[src/rtl/video_timing_pkg.sv]
// video_timing_pkg
//   Shared defaults and helpers for the DVI video timing generator.
//   - 640x480@60 parameter defaults (pixels/lines)
//   - h_total / v_total derivation functions
//   - counter widths and the lock/settle/run FSM state type
package video_timing_pkg;

  localparam int DEF_H_ACTIVE  = 640;
  localparam int DEF_H_FP      = 16;
  localparam int DEF_H_SYNC    = 96;
  localparam int DEF_H_BP      = 48;
  localparam int DEF_V_ACTIVE  = 480;
  localparam int DEF_V_FP      = 10;
  localparam int DEF_V_SYNC    = 2;
  localparam int DEF_V_BP      = 33;
  localparam int DEF_LOCK_WAIT = 1024;

  localparam int H_W = 12;
  localparam int V_W = 11;

  typedef enum logic [1:0] {
    WAIT_LOCK,
    SETTLE,
    RUN
  } state_t;

  function automatic int h_total(input int act, input int fp, input int sync, input int bp);
    return act + fp + sync + bp;
  endfunction

  function automatic int v_total(input int act, input int fp, input int sync, input int bp);
    return act + fp + sync + bp;
  endfunction

endpackage

[src/rtl/dvi_video_timing_sync_2ff.sv]
// sync_2ff
//   Two-flop synchronizer for a single asynchronous level signal.
//   Ports:
//     clk   in  destination clock
//     rst_n in  asynchronous active-low reset, clears both flops to 0
//     d     in  asynchronous input
//     q     out synchronized output (2-cycle latency)
module sync_2ff (
  input  logic clk,
  input  logic rst_n,
  input  logic d,
  output logic q
);

  logic meta;

  always_ff @(posedge clk or negedge rst_n) begin
    if (!rst_n) begin
      meta <= 1'b0;
      q    <= 1'b0;
    end else begin
      meta <= d;
      q    <= meta;
    end
  end

endmodule

[src/rtl/dvi_video_timing.sv]
// dvi_video_timing
//   Video timing generator (default 640x480@60) in the pixel-clock domain.
//   Waits for a stable PLL lock, then runs horizontal/vertical counters and
//   decodes them into registered sync/enable/coordinate outputs.
//   Ports:
//     clk         in   pixel clock
//     reset_n     in   asynchronous active-low reset
//     pll_locked  in   PLL lock, asynchronous to clk
//     hsync       out  horizontal sync, active level HSYNC_POL
//     vsync       out  vertical sync, active level VSYNC_POL
//     de          out  data enable, high in active region
//     x, y        out  pixel column/row, valid when de (hold otherwise)
//     frame_start out  pulse with de at (0,0)
//     line_start  out  pulse with de at x=0 of every active line
//     running     out  high while timing is being decoded
module dvi_video_timing
  import video_timing_pkg::*;
#(
  parameter int H_ACTIVE  = DEF_H_ACTIVE,
  parameter int H_FP      = DEF_H_FP,
  parameter int H_SYNC    = DEF_H_SYNC,
  parameter int H_BP      = DEF_H_BP,
  parameter int V_ACTIVE  = DEF_V_ACTIVE,
  parameter int V_FP      = DEF_V_FP,
  parameter int V_SYNC    = DEF_V_SYNC,
  parameter int V_BP      = DEF_V_BP,
  parameter bit HSYNC_POL = 1'b0,
  parameter bit VSYNC_POL = 1'b0,
  parameter int LOCK_WAIT = DEF_LOCK_WAIT
) (
  input  logic           clk,
  input  logic           reset_n,
  input  logic           pll_locked,
  output logic           hsync,
  output logic           vsync,
  output logic           de,
  output logic [H_W-1:0] x,
  output logic [V_W-1:0] y,
  output logic           frame_start,
  output logic           line_start,
  output logic           running
);

  localparam int H_TOTAL = h_total(H_ACTIVE, H_FP, H_SYNC, H_BP);
  localparam int V_TOTAL = v_total(V_ACTIVE, V_FP, V_SYNC, V_BP);
  localparam int CW      = (LOCK_WAIT > 1) ? $clog2(LOCK_WAIT) : 1;

  localparam logic [H_W-1:0] H_LAST = H_W'(H_TOTAL - 1);
  localparam logic [V_W-1:0] V_LAST = V_W'(V_TOTAL - 1);
  localparam logic [H_W-1:0] H_ACT  = H_W'(H_ACTIVE);
  localparam logic [V_W-1:0] V_ACT  = V_W'(V_ACTIVE);
  localparam logic [H_W-1:0] HS_BEG = H_W'(H_ACTIVE + H_FP);
  localparam logic [H_W-1:0] HS_END = H_W'(H_ACTIVE + H_FP + H_SYNC);
  localparam logic [V_W-1:0] VS_BEG = V_W'(V_ACTIVE + V_FP);
  localparam logic [V_W-1:0] VS_END = V_W'(V_ACTIVE + V_FP + V_SYNC);
  localparam logic [CW-1:0]  SETTLE_LAST = CW'(LOCK_WAIT - 1);

  logic           lock_s;
  state_t         state;
  logic [CW-1:0]  settle_cnt;
  logic [H_W-1:0] h;
  logic [V_W-1:0] v;

  sync_2ff u_lock_sync (
    .clk   (clk),
    .rst_n (reset_n),
    .d     (pll_locked),
    .q     (lock_s)
  );

  // Lock qualification and raster counters. Any loss of lock drops straight
  // back to WAIT_LOCK so a relock always pays the full settle time.
  always_ff @(posedge clk or negedge reset_n) begin
    if (!reset_n) begin
      state      <= WAIT_LOCK;
      settle_cnt <= '0;
      h          <= '0;
      v          <= '0;
    end else begin
      case (state)
        WAIT_LOCK: begin
          settle_cnt <= '0;
          h          <= '0;
          v          <= '0;
          if (lock_s) state <= SETTLE;
        end
        SETTLE: begin
          if (!lock_s) begin
            state      <= WAIT_LOCK;
            settle_cnt <= '0;
          end else if (settle_cnt == SETTLE_LAST) begin
            state      <= RUN;
            settle_cnt <= '0;
            h          <= '0;
            v          <= '0;
          end else begin
            settle_cnt <= settle_cnt + 1'b1;
          end
        end
        RUN: begin
          if (!lock_s) begin
            state <= WAIT_LOCK;
            h     <= '0;
            v     <= '0;
          end else if (h == H_LAST) begin
            h <= '0;
            v <= (v == V_LAST) ? '0 : v + 1'b1;
          end else begin
            h <= h + 1'b1;
          end
        end
        default: state <= WAIT_LOCK;
      endcase
    end
  end

  // Decode stage: only cycles that the counter block treats as RUN are
  // decoded; the cycle lock is seen low already returns outputs to idle.
  logic live, de_c, hs_act, vs_act;

  always_comb begin
    live   = (state == RUN) && lock_s;
    de_c   = (h < H_ACT) && (v < V_ACT);
    hs_act = (h >= HS_BEG) && (h < HS_END);
    vs_act = (v >= VS_BEG) && (v < VS_END);
  end

  always_ff @(posedge clk or negedge reset_n) begin
    if (!reset_n) begin
      hsync       <= ~HSYNC_POL;
      vsync       <= ~VSYNC_POL;
      de          <= 1'b0;
      x           <= '0;
      y           <= '0;
      frame_start <= 1'b0;
      line_start  <= 1'b0;
      running     <= 1'b0;
    end else if (!live) begin
      hsync       <= ~HSYNC_POL;
      vsync       <= ~VSYNC_POL;
      de          <= 1'b0;
      x           <= '0;
      y           <= '0;
      frame_start <= 1'b0;
      line_start  <= 1'b0;
      running     <= 1'b0;
    end else begin
      hsync       <= hs_act ? HSYNC_POL : ~HSYNC_POL;
      vsync       <= vs_act ? VSYNC_POL : ~VSYNC_POL;
      de          <= de_c;
      frame_start <= (h == '0) && (v == '0);
      line_start  <= (h == '0) && (v < V_ACT);
      running     <= 1'b1;
      if (de_c) begin
        x <= h;
        y <= v;
      end
    end
  end

endmodule

[config.mk]
export PLATFORM = sky130hd
export DESIGN_NAME = dvi_video_timing
export DESIGN_NICKNAME = d
export VERILOG_FILES = /design/src/rtl/video_timing_pkg.sv /design/src/rtl/dvi_video_timing_sync_2ff.sv /design/src/rtl/dvi_video_timing.sv
export SDC_FILE = /design/constraint.sdc
export NUM_CORES = 1
export LEC_CHECK = 0
export BUFFER_PORTS_ARGS = -buffer_cell sky130_fd_sc_hd__clkbuf_2
export CORE_MARGIN = 2
export CORE_UTILIZATION = 30
export DETAILED_ROUTE_END_ITERATION = 8
export PLACE_DENSITY = 0.54
export SYNTH_ARGS = -nofsm -noshare
export SYNTH_HDL_FRONTEND = slang
export SYNTH_HIERARCHICAL = 1
export SYNTH_SLANG_ARGS = --single-unit
[constraint.sdc]
create_clock -name clk -period 3.24 [get_ports clk]
set_input_delay 0.324 -clock clk [delete_from_list [all_inputs] [get_ports clk]]
set_output_delay 0.324 -clock clk [all_outputs]
set_load 0.01 [all_outputs]
==> key figures, run 1 <==
Outcome
  – Run status: finished clean

Critical path
  – Crit Path Class: flop to flop
  – CP arrival: 2.36 ns
  – Worst setup SP type: flop
  – R2R setup slack: 1.10 ns
  – Critical Path RT: 3.46 ns
  – Slowest CP cell: dfrtp_1
  – Biggest cell delay along the critical path: 0.42 ns
  – Crit end category: flop
  – Critical Path, Cell by Cell: ha_1 > nor4b_2 > a31oi_1 > nand2b_1 > a221o_1
  – Worst-path fanout max: 10
  – Cells on worst reg2reg path: 5

Floorplan
  – Starting Density: 30.6%
  – Placement Rows: 38
  – Die area: 0.0119 mm²
  – Chip Width: 109 µm
  – Die Span Y: 109 µm
  – Core area: 0.0108 mm²
  – Top Ports: 32

STA
  – Rel. slew slack: 42.6%
  – Setup WS post-layout: 1.10 ns
  – Measured slew at the worst slew-check pin: 0.861 ns
  – RSZ-0062 raised after global routing: false
  – Endpoints failing hold: 0
  – Min Tclk post-route: 2.14 ns
  – Worst Skew: 0.0102 ns
  – Crit share post-route: 65.9%
  – Slew Limit Fails: 0
  – # setup viols final: 0
  – Fmax: 0.468 GHz
  – Setup TNS Final: 0 ns

Synthesis
  – Ys Warns: 6
  – Post-synth top area cell: dfrtp_1
  – Async SR Flop Fraction: 100%
  – Post-Syn Area: 0.00331 mm²
  – Syn nets: 338
  – Main flop type after synthesis: dfrtp_1
  – Synth area leaders: dfrtp_1 48%, mux2i_1 5.8%, nor2_1 5.0%
  – Mean Syn Cell Area: 10.0 µm²
  – Post-Synthesis Cells: 329
  – Synthesized flop and latch total: 66
  – Post-synth EDFFs: 0
  – Synth top area share: 48.4%
  – Yosys cell types: 52
  – Sequential area share after synthesis: 50.0%

GRT
  – First-pass GRT wire length: 12.7 mm
  – Largest net degree at the start of global routing: 67
  – Vias in the first global route: 2509
  – Initial antenna violation count: 0
  – Total grt overflow: 0
  – All-Layer GR Usage: 13.8%

Finish
  – Storage element area: 0.00165 mm²
  – Leading cell type in the layout, fill and taps excluded: dfrtp_1
  – # fillers: 1075
  – Most frequent cells in the layout: 64 x dfrtp_1, 44 x nor2_1, 30 x clkbuf_2, 23 x o21ai_0
  – Share of layout cells above drive strength 1: 20.3%
  – Multi-input gate area: 0.00149 mm²
  – Antenna diodes: 0
  – Layout area overhead: 15.1%
  – Nets: 359

Place
  – IO buf count: 31
  – DP Wirelength: 4.92 mm
  – Gpl congestion: 0.788
  – Post-Place Setup Slack: 1.15 ns

Clocking
  – Clk buf depth: 2
  – Clock Sinks: 66
  – CTS resizes: 0
  – Worst-path clk slew: 0.07 ns
  – CTS tree: yes
  – H-tree Lvls: 3
  – Root Buffer: clkbuf_8
  – Hold-fix buffers, CTS: 0
  – Num CTS Buffers: 9
  – Clock Latency Late Sink: 0.35 ns
  – Post-CTS setup buffer count: 0

Power
  – P_int: 0.00145 W
  – Switching fraction of total power: 19.9%
  – Sequential share of power: 45.9%
  – Leak: 1.71 nW
  – Clock power frac: 52.2%
  – IR drop worst, VDD: 0.000241 V
  – Total power draw: 0.00180 W
  – Cell Pwr Density: 475 mW/mm²
  – Net switching power: 0.000359 W
  – Comb power frac: 1.9%

Route
  – WL per Instance: 15.1 µm
  – DRT iter0 DRCs: 183
  – Vias: 2552
  – Wirelength, routed: 7.45 mm
  – Routed Antenna Nets: 0
  – Drc violations: 0
  – Drt pass-1 iters: 5
  – Vias per cell: 5.16

Worst hold path
  – Hold Path Class: primary input to flop
  – Worst Hold Path Cells: 1

Job
  – Max-cap violations: 0
## cell usage after synthesis (2+ instances only)
master / count
or3_1: 4
dfstp_2: 2
a41oi_1: 2
and3_2: 6
mux2_2: 2
a31oi_1: 10
nand4_1: 8
clkbuf_1: 10
nand2_1: 19
nor2_1: 44
buf_6: 3
buf_2: 10
dfrtp_1: 64
mux2i_1: 19
inv_1: 8
nor4_1: 4
a221o_1: 6
a21oi_1: 7
nand3_1: 15
xnor2_1: 2
a22o_2: 3
o21ai_0: 23
ha_1: 6
or4_1: 2
buf_4: 2
nand2b_1: 3
nand3b_1: 2
nor3_1: 6
and2_1: 3
and3_1: 12
## state kept, by name, summed over array words and instances, names as in the netlist
signal	cells
x	12
settle_cnt	10
u_lock_sync/q	1
line_start	1
vsync	1
hsync	1
state	2
y	11
h	12
de	1
running	1
u_lock_sync/meta	1
frame_start	1
v	11
## path summary, 6_finish.rpt
path,end,start
worst max-delay path,v[5],h[1]
worst max register to register,v[5],h[1]
worst min-delay path,u_lock_sync/meta,pll_locked
max in group asynchronous,settle_cnt[1],reset_n
min in group asynchronous,u_lock_sync/meta,reset_n
worst min register to register,u_lock_sync/q,u_lock_sync/meta
## critical path, delay by kind of cell (launching register included)
kind            cells  cell delay, ns
compound gates      2            0.66
simple gates        2            0.67
flops               1            0.42
fa+ha+maj           1            0.27
## through the flow
stage | hold slack, ns | cells | utilization, % | cell area, µm²
3_5_place_dp | 0.356 | 479 | 32.7 | 3530
6_report | 0.0843 | 495 | 35.2 | 3800
3_3_place_gp | 0.342 | 479 | 32.7 | 3530
4_1_cts | 0.0640 | 495 | 35.2 | 3800
5_1_grt | 0.0639 | 495 | 35.2 | 3800
2_1_floorplan | 0.0284 | 329 | - | 3310
## cells by family after synthesis
family,synth area share [%]
AO/OA/AOI/OAI,12.7
XOR/XNOR,0.795
adder cells (fa/ha/maj),2.27
buffers and inverters,5.03
flip-flops,50.0
multiplexers,6.43
AND/OR/NAND/NOR,22.7
## per-layer routing
layer | vias up | part of all wire [%] | GRT usage, %
li1 | 1237 | - | -
met2 | 57 | 46 | 21.2
met3 | 8 | 3.7 | 2.57
met1 | 1250 | 49 | 19.1
met4 | 0 | 1.2 | 6.04
met5 | - | 0 | 0
## final cells by class
cell class	count	area share, %
sequential	66	43.5
multi-input combinational	230	39.0
timing repair buffer	35	4.87
tap	140	4.61
clock buffer	10	3.62
clock inverter	6	3.59
inverter	8	0.789
## power groups by stage
stage                     Combinational (W)  Clock, W  Sequential (W)
after floorplan                   0.0000127         0        0.000845
after global placement            0.0000349         0        0.000845
after detailed placement          0.0000356         0        0.000845
after CTS                         0.0000356  0.000963        0.000829
after global routing              0.0000401  0.000995        0.000830
final                             0.0000337  0.000942        0.000829
Note: power is estimated with default switching activity, not from simulation.
==> run 2, diff against run 1 <==
--- a/config.mk
+++ b/config.mk
@@ -5,6 +5,7 @@
 export SDC_FILE = /design/constraint.sdc
 export NUM_CORES = 1
 export LEC_CHECK = 0
+export ABC_AREA = 1
 export BUFFER_PORTS_ARGS = -buffer_cell sky130_fd_sc_hd__clkbuf_2
 export CORE_MARGIN = 2
 export CORE_UTILIZATION = 30
==> constraint.sdc (replaced) <==
create_clock -name clk -period 2.13 [get_ports clk]
set_input_delay 0.213 -clock clk [delete_from_list [all_inputs] [get_ports clk]]
set_output_delay 0.213 -clock clk [all_outputs]
set_load 0.01 [all_outputs]
==> key figures, run 2 <==
Outcome
  – Run status: finished clean

Finish
  – Nets: 478 (+33%)
  – Share of layout cells above drive strength 1: 16.2% (-4.0 points)
  – Most frequent cells in the layout: 123 x nand2_1, 64 x dfrtp_1, 44 x nand3_1, 43 x nor2_1, 39 x inv_1
  – Fin util: 36.2% (+0.97 points)
  – Layout area overhead: 19.1%
  – Antenna diodes: 0 (unchanged)
  – Largest regs: h x12, x x12
  – Final cell count without fillers: 617 (+25%)
  – # fillers: 1157 (+7.6%)
  – Leading cell type in the layout, fill and taps excluded: nand2_1

Synthesis
  – Ys Warns: 6 (unchanged)
  – Post-Syn Area: 0.00343 mm² (+3.7%)
  – Most frequent cell after synthesis: nand2_1
  – Post-synthesis xor/xnor area fraction: 1.79% (+0.99 points)
  – Synth top area share: 46.7% (-1.7 points)
  – Syn nets: 443 (+31%)
  – Mean Syn Cell Area: 7.90 µm² (-21%)
  – Synth Area in Compound Gates: 4.38% (-8.3 points)
  – Yosys cell types: 31 (-40%)
  – Post-synth EDFFs: 0 (unchanged)
  – Synth area leaders: dfrtp_1 47%, nand2_1 13%, nand3_1 6.4%
  – Top cells by count, synth: 123 x nand2_1, 64 x dfrtp_1, 44 x nand3_1
  – Post-synth top area cell: dfrtp_1
  – Simple-Gate Fraction of Synth Area: 35.0% (+12 points)
  – Main flop type after synthesis: dfrtp_1
  – Synthesized flop and latch total: 66 (unchanged)
  – Largest family of logic cells by synthesized area: simple AND/OR/NAND/NOR gates
  – Multiplexer share of the synthesized area: 0% (-6.4 points)
  – Adder-cell area share of the yosys netlist: 2.19% (-0.081 points)
  – Async SR Flop Fraction: 100% (unchanged)
  – Sequential area share after synthesis: 48.2% (-1.8 points)
  – Post-Synthesis Cells: 434 (+32%)

STA
  – Setup TNS Final: 0 ns (unchanged)
  – Worst Skew: 0.0106 ns (+0.000338 ns)
  – Min Tclk post-route: 1.75 ns (-0.389 ns)
  – Measured slew at the worst slew-check pin: 0.557 ns (-0.304 ns)
  – Endpoints failing hold: 0 (unchanged)
  – Fmax: 0.572 GHz (+22%)
  – RSZ-0062 raised after global routing: false
  – # setup viols final: 0 (unchanged)
  – Crit share post-route: 82.0% (+16 points)
  – Slew Limit Fails: 0 (unchanged)
  – Rel. slew slack: 62.9% (+20 points)

Critical path
  – R2r startpoint: h[0]
  – R2R setup slack: 0.38 ns (-0.72 ns)
  – Crit Path Class: flop to flop
  – Critical Path, Cell by Cell: ha_1 > nand2_1 > nor2_1 > nand3_1 > nand2_4 > nand2_4 > nand2_1 > o21ai_0
  – Cells on worst reg2reg path: 8 (+3)
  – Reg2reg end: v[6]
  – Biggest cell delay along the critical path: 0.44 ns (+0.02 ns)
  – Worst-path fanout max: 16 (+6)
  – CP arrival: 1.95 ns (-0.41 ns)
  – Crit end category: flop
  – Critical Path RT: 2.33 ns (-1.13 ns)
  – Worst setup SP type: flop
  – Slowest CP cell: dfrtp_1

GRT
  – Routing usage on met3: 3.12% (+0.55 points)
  – Largest net degree at the start of global routing: 35 (-48%)
  – Met1 global-route usage: 17.9% (-1.2 points)
  – Met2 GRT Util: 20.8% (-0.34 points)
  – Vias in the first global route: 2680 (+6.8%)
  – GRT busiest layer: met2
  – Initial antenna violation count: 0 (unchanged)
  – Total grt overflow: 0 (unchanged)
  – First-pass GRT wire length: 13.4 mm (+5.3%)
  – All-Layer GR Usage: 13.5% (-0.31 points)

Clocking
  – Root Buffer: clkbuf_16
  – Post-CTS setup buffer count: 0 (unchanged)
  – H-tree Lvls: 3 (unchanged)
  – Clock Sinks: 66 (unchanged)
  – CTS resizes: 0 (unchanged)
  – Clock Latency Late Sink: 0.33 ns (-0.02 ns)
  – Num CTS Buffers: 9 (unchanged)
  – Clk buf depth: 2 (unchanged)
  – Worst-path clk slew: 0.05 ns (-0.02 ns)
  – CTS tree: yes

Route
  – DRT iter0 DRCs: 127 (-31%)
  – Vias: 2914 (+14%)
  – Drt pass-1 iters: 5 (unchanged)
  – Vias per cell: 4.72 (-8.4%)
  – Routed Antenna Nets: 0 (unchanged)
  – Drc violations: 0 (unchanged)
  – Wirelength, routed: 7.92 mm (+6.3%)
  – WL per Instance: 12.8 µm (-15%)

Power
  – IR drop worst, VDD: 0.000297 V (+23%)
  – Cell Pwr Density: 728 mW/mm² (+53%)
  – Leak: 2.02 nW (+18%)

Job
  – Max-cap violations: 0 (unchanged)

Place
  – Placed instance count: 599 (+25%)
  – DP Wirelength: 5.69 mm (+16%)
  – Gpl congestion: 0.862 (+9.4%)
  – IO buf count: 31 (unchanged)

Worst hold path
  – Worst Hold Path Cells: 0 (-1)
  – Worst Hold Endpoint: u_lock_sync/q
  – Hold Path Class: flop to flop
  – HP Start: u_lock_sync/meta

Floorplan
  – Top Ports: 32 (unchanged)
  – Die area: 0.0123 mm² (+3.6%)
  – Die Span Y: 111 µm (+1.8%)
  – Placement Rows: 39 (+2.6%)
  – Starting Density: 30.4% (-0.21 points)
  – Core area: 0.0113 mm² (+4.4%)
  – Chip Width: 111 µm (+1.8%)
run 2: cell count changes in the layout (fill, tap and decap cells not counted), sizes merged, moves of 6 or more:
| cell | change |
|---|---|
| and3 | -18 |
| a31oi | -10 |
| nand2 | +110 |
| nand4 | +19 |
| buf | +7 |
| nor3 | +7 |
| inv | +32 |
| a221o | -6 |
| nand3 | +31 |
| mux2i | -19 |
run 2: area by class of cell:
type	count	area, µm²	area share (%)
clock inverter	6	92.6	2.27
sequential	66	1650	40.5
multi-input combinational	306	1490	36.4
timing repair buffer	44	283	6.93
clock buffer	10	229	5.61
tap	143	179	4.38
inverter	42	159	3.89
run 2: per-layer routing:
layer / vias to the layer above / share of wire [%]
met4: 0 / 2.9
met1: 1361 / 48
li1: 1484 / -
met5: - / 0
met2: 55 / 46
met3: 14 / 3.7
run 2: timing repair:
| action | CTS | global route |
|---|---|---|
| setup endpoints to repair | 0 | 0 |
| hold buffers | 2 | 0 |
| endpoints found under the hold margin | 22 | 0 |
run 2: worst max path at each step:
| stage | from | endpoint | slack [ns] |
|---|---|---|---|
| 6_report | h[0] | v[6] | 0.38 |
| 5_1_grt | h[0] | v[5] | 0.16 |
| 4_1_cts | h[0] | v[6] | 0.40 |
| 3_5_place_dp | h[0] | v[6] | 0.41 |
| 3_3_place_gp | h[0] | v[6] | 0.42 |
| 2_1_floorplan | h[0] | v[7] | 0.58 |
run 2: where the power goes:
part	internal, W	leakage [nW]	switching [W]
sequential	0.00126	0.908	0.00000734
combinational	0.0000261	0.967	0.0000764
clock	0.00103	0.149	0.000571
total	0.00232	2.02	0.000655
run 2: critical path, delay by kind of cell, from the launching register on:
family	cells	cell delay, ns
flops	1	0.44
fa+ha+maj	1	0.31
simple gates	6	0.80
compound gates	1	0.07
run 2: logic make-up (layout without fill, tap and decap cells):
family                     count (synthesis)  count (layout)
and+or+nand+nor                          265             265
xor gates and xnor gates                   7               7
DFF                                       66              66
AOI/OAI and AO/OA                         28              28
buffers and inverters                     62             102
adders and majority gates                  6               6
run 2: through the flow:
step / hold slack, ns / total power [W] / cell area, µm² / worst slack [ns]
5_1_grt: 0.385 / 0.00308 / 4080 / 0.156
4_1_cts: 0.369 / 0.00301 / 4080 / 0.398
3_5_place_dp: 0.238 / 0.00139 / 3740 / 0.406
3_3_place_gp: 0.225 / 0.00139 / 3740 / 0.424
2_1_floorplan: -0.0826 / 0.00135 / 3430 / 0.583
6_report: 0.365 / 0.00297 / 4080 / 0.383
